### src/rtl/alu_share_arb.sv
// Two-requester arbiter/sequencer for a shared external combinational ALU.
// Optional ALU_SHARE_ARB_FIXED_PRIO_EN: requester 0 always wins ties.
module alu_share_arb #(
   parameter int WIDTH = 32
) (
   input  logic             clk,
   input  logic             rst_n,
   input  logic [1:0]       req_valid,
   output logic [1:0]       req_ready,
   input  logic [3:0]       req0_op,
   input  logic [3:0]       req1_op,
   input  logic [WIDTH-1:0] req0_a,
   input  logic [WIDTH-1:0] req0_b,
   input  logic [WIDTH-1:0] req1_a,
   input  logic [WIDTH-1:0] req1_b,
   output logic [3:0]       alu_ctrl,
   output logic [WIDTH-1:0] alu_a,
   output logic [WIDTH-1:0] alu_b,
   input  logic [WIDTH-1:0] alu_result,
   output logic [1:0]       rsp_valid,
   input  logic [1:0]       rsp_ready,
   output logic [WIDTH-1:0] rsp_data,
   output logic             rsp_zero,
   output logic             rsp_err
);

   localparam logic [3:0] OP_ADD = 4'b0010;

   typedef enum logic [1:0] {IDLE, EXEC, RESP} state_t;

   state_t           state_q, state_d;
   logic             id_q, id_d;
   logic             err_q, err_d;
   logic [3:0]       op_q, op_d;
   logic [WIDTH-1:0] a_q, a_d;
   logic [WIDTH-1:0] b_q, b_d;
   logic [WIDTH-1:0] data_q, data_d;
   logic             zero_q, zero_d;
   logic             rerr_q, rerr_d;
   logic             winner;
   logic             accept;
   logic [3:0]       sel_op;

   function automatic logic op_legal(input logic [3:0] op);
      return (op == 4'b0000) || (op == 4'b0001) || (op == 4'b0010) || (op == 4'b0110);
   endfunction

`ifdef ALU_SHARE_ARB_FIXED_PRIO_EN
   assign winner = ~req_valid[0];
`else
   logic last_grant_q;

   // On a tie the requester not granted last wins; reset favours requester 0.
   assign winner = (&req_valid) ? ~last_grant_q : req_valid[1];

   always_ff @(posedge clk or negedge rst_n) begin
      if (!rst_n) begin
         last_grant_q <= 1'b1;
      end else if (accept) begin
         last_grant_q <= winner;
      end
   end
`endif

   assign accept    = (state_q == IDLE) && (|req_valid);
   assign req_ready = accept ? (winner ? 2'b10 : 2'b01) : 2'b00;
   assign sel_op    = winner ? req1_op : req0_op;

   always_comb begin
      state_d = state_q;
      id_d    = id_q;
      err_d   = err_q;
      op_d    = op_q;
      a_d     = a_q;
      b_d     = b_q;
      data_d  = data_q;
      zero_d  = zero_q;
      rerr_d  = rerr_q;
      case (state_q)
         IDLE: begin
            if (accept) begin
               state_d = EXEC;
               id_d    = winner;
               err_d   = ~op_legal(sel_op);
               op_d    = op_legal(sel_op) ? sel_op : OP_ADD;
               a_d     = winner ? req1_a : req0_a;
               b_d     = winner ? req1_b : req0_b;
            end
         end
         EXEC: begin
            state_d = RESP;
            data_d  = alu_result;
            zero_d  = (alu_result == '0);
            rerr_d  = err_q;
         end
         RESP: begin
            if (rsp_ready[id_q]) begin
               state_d = IDLE;
            end
         end
         default: state_d = IDLE;
      endcase
   end

   always_ff @(posedge clk or negedge rst_n) begin
      if (!rst_n) begin
         state_q <= IDLE;
         id_q    <= 1'b0;
         err_q   <= 1'b0;
         op_q    <= '0;
         a_q     <= '0;
         b_q     <= '0;
         data_q  <= '0;
         zero_q  <= 1'b0;
         rerr_q  <= 1'b0;
      end else begin
         state_q <= state_d;
         id_q    <= id_d;
         err_q   <= err_d;
         op_q    <= op_d;
         a_q     <= a_d;
         b_q     <= b_d;
         data_q  <= data_d;
         zero_q  <= zero_d;
         rerr_q  <= rerr_d;
      end
   end

   // ALU inputs hold the last latched request outside EXEC.
   assign alu_ctrl  = op_q;
   assign alu_a     = a_q;
   assign alu_b     = b_q;
   assign rsp_valid = (state_q == RESP) ? (id_q ? 2'b10 : 2'b01) : 2'b00;
   assign rsp_data  = data_q;
   assign rsp_zero  = zero_q;
   assign rsp_err   = rerr_q;

endmodule

### config.mk
export PLATFORM = sky130hd
export DESIGN_NAME = alu_share_arb
export DESIGN_NICKNAME = d
export VERILOG_FILES = /design/src/rtl/alu_share_arb.sv
export SDC_FILE = /design/constraint.sdc
export NUM_CORES = 1
export LEC_CHECK = 0
export ABC_AREA = 0
export CAP_MARGIN = 20
export CORE_ASPECT_RATIO = 1.2
export CORE_MARGIN = 4
export CORE_UTILIZATION = 40
export DETAILED_ROUTE_END_ITERATION = 7
export GPL_TIMING_DRIVEN = 0
export MAX_ROUTING_LAYER = met4
export PLACE_DENSITY = 0.95
export SLEW_MARGIN = 5
export SYNTH_ARGS = -nofsm -noshare
export SYNTH_HDL_FRONTEND = slang
export SYNTH_SLANG_ARGS = --single-unit
### constraint.sdc
create_clock -name clk -period 2.5 [get_ports clk]
set_input_delay 0.375 -clock clk [delete_from_list [all_inputs] [get_ports clk]]
set_output_delay 0.375 -clock clk [all_outputs]
set_load 0.02 [all_outputs]
==> results.cfg <==
[status]
status = finished clean

[floorplan]
ioPinCount = 280
die_area_um2 = 13100
die_h_um = 124.6
row_count = 42
start_util = 0.4107
chipWidth_um = 105.2
core_um2 = 11040

[sta]
post-route-min-period_ps = 2305
worst_pin_slew_ps = 618.5
skew_ps = 10.95
fin_crit_sh = 0.9222
slew_violations = 0
max_freq_mhz = 433.8
finalHoldViolCount = 0
max_slew_margin = 0.5877
finalWorstSetupSlack_ps = 194.6
finalSetupViolCount = 0
rsz0062_at_grt = no

[pwr]
ir_drop_mv = 0.6862
p_leak_nw = 3.423
power_density_nw_per_um2 = 1245
total_power_mw = 9.725

[job]
cap_violations = 0

[yosys]
seq_area_frac_synth = 0.5911
synthFlopType = dfrtp_1
synth_top_area_share = 0.5853
syn_area_um2 = 4532
synth.avg_cell_area_um2 = 11.19
synth-compound-area-share = 0.1375
yosys.area_share.simple = 0.1383
synth_top_family_by_area = simple AND/OR/NAND/NOR gates
synth-xor-area-share = 0
synth_most_common_cell = nand2_1
synth_common_cells = nand2_1 (132), dfrtp_1 (106), a22oi_1 (54)
synth-adder-area-share = 0
synth.area.mux_share = 0.09580
synth_edf_count = 0
synth_top_cell_by_area = dfrtp_1
synth_area_leaders = dfrtp_1 (59%), nand2_1 (11%), a22oi_1 (8.9%), mux2_2 (8.7%), a22oi_2 (2.8%)
yosys_warnings = 0
synth_fp_nets = 579
async_flop_share = 1.000
yosysUniqueCellTypes = 25
ys_seq_elements = 107
postSynthCellCount = 405

[clock_network]
cts.sinks = 107
cts_root_buf = clkbuf_16
numCtsBuffers = 9
cts_hold_buf = 0
insertion_delay_ps = 340
path_clk_slew_ps = 70
h-tree-depth = 3
cts_tree = yes
clk_path_buf_depth = 2

[grt]
grt_usage = 0.2506
antenna_found_initial = 1
grt-ovfl-total = 0
grt_pass1_vias = 4787
grt_pass1_wl_mm = 24.79
grt_max_degree = 63

[drt]
drt-total-wl_mm = 16.15
vias = 4436
drt-initial-drc-count = 142
via_per_inst = 5.313
drc = 0
drt_pass1_iterations = 4
route.antenna.remaining_nets = 0
routedWlPerCell_um = 19.34

[worst_hold_path]
hp-class = input pin to asynchronous set/reset pin

[critical_path]
worstSetupStartpointType = input pin
rrSetupSlack_ps = 710
r2r-end = alu_a[26]
critical_path_class = input pin to output port
cp_data_required_time_ps = 2120
worst_setup_path_end_kind = output port
setup.worst_path.start = req_valid[1]
r2r_start = last_grant_q
reg2reg_depth = 6
worstPathMaxFanout = 10
worst-endpoint-arrival_ps = 1930
crit_path_end = req_ready[1]

[finish]
syn2layout_area_growth_pct = 72.36
drive_gt1_frac = 0.1239
nNetsFinal = 871

[placed_design]
pre_cts_slack_ps = -357.5
place.gp.congestion = 0.8989
dp_hpwl_mm = 13.21
io_buffers = 279
## per-stage QoR
stage	area (um2)	instances	util	TNS [ps]	hold WS, ps
2_1_floorplan	4532	405	-	0	79.41
3_3_place_gp	7490	816	0.6787	-293270	451.0
3_5_place_dp	7515	817	0.6810	-530.6	418.5
4_1_cts	7799	833	0.7067	0	53.71
5_1_grt	7811	835	0.7078	0	78.63
6_report	7811	835	0.7078	0	35.48
## metal layers
layer  share of wire  up-vias  track usage  wire, um
met5               0        -            -         0
met4           0.034        0       0.1151       546
met3           0.080       44      0.05858      1298
met2            0.51      262       0.4299      8232
met1            0.38     2123       0.2746      6074
li1                -     2007            -         -
## area by class of cell
class                   instances  area [um2]
clock buffers                  11       242.7
diodes                          1       2.502
clock inverters                 5       38.79
inverters                       2       7.507
flip-flops and latches        107        2679
multi-input cells             269        1684
plain buffers                  27       166.4
fillers                       756        3224
well taps                     132       165.2
repair buffers                281        2825
## worst min path at each step
stage	from	endpoint	slack [ps]
2_1_floorplan	rst_n	alu_a[0]	80
3_3_place_gp	alu_a[22]	alu_a[22]	450
3_5_place_dp	rst_n	rsp_data[8]	420
4_1_cts	rst_n	rsp_data[8]	50
5_1_grt	rst_n	rsp_data[8]	80
6_report	rst_n	rsp_data[8]	40
## placed cells by master, fill, tap and decap left out, types with 2 or more instances in the layout
cell	n
o31ai_1	3
clkinv_4	3
nand4_1	2
and2_1	2
mux2i_1	4
o21ai_0	3
clkbuf_1	8
nand2_1	132
nor2b_1	2
buf_6	4
nor4_1	8
mux2_2	35
a22oi_2	10
buf_4	7
a22oi_1	54
dfrtp_1	106
nand2b_1	2
nor2_1	5
buf_2	10
a211oi_1	2
clkbuf_16	9
clkdlybuf4s50_1	276
inv_1	2
a21o_1	2
## where the power goes
| group | switching, mW | leakage [nW] | internal, mW |
|---|---|---|---|
| clock network | 0.627 | 0.136 | 0.708 |
| logic | 2.77 | 2.00 | 2.52 |
| registers | 0.491 | 1.29 | 2.61 |
## repair_timing
item	CTS	global route
resized for setup	5	1
cloned	0	0
endpoints found under the setup margin	2	1
buffers inserted	0	1
## worst max-delay path, cell delays in order
cell and delay, ps:
clkdlybuf4s50_1 500, a21boi_4 240, and2_1 150, buf_2 130
clkbuf_4 230, clkdlybuf4s15_2 300
## kinds of logic after synthesis
| logic type | after synthesis |
|---|---|
| buf+inv | 29 |
| compound gates | 76 |
| flops | 107 |
| simple gates | 154 |
| mux | 39 |
## registers in the layout, summed over array words and instances, names as in the netlist, 2 cells and up
signal / count
state_q: 2
alu_a: 32
rsp_data: 32
alu_b: 32
alu_ctrl: 4
Note: power is estimated with default switching activity, not from simulation.
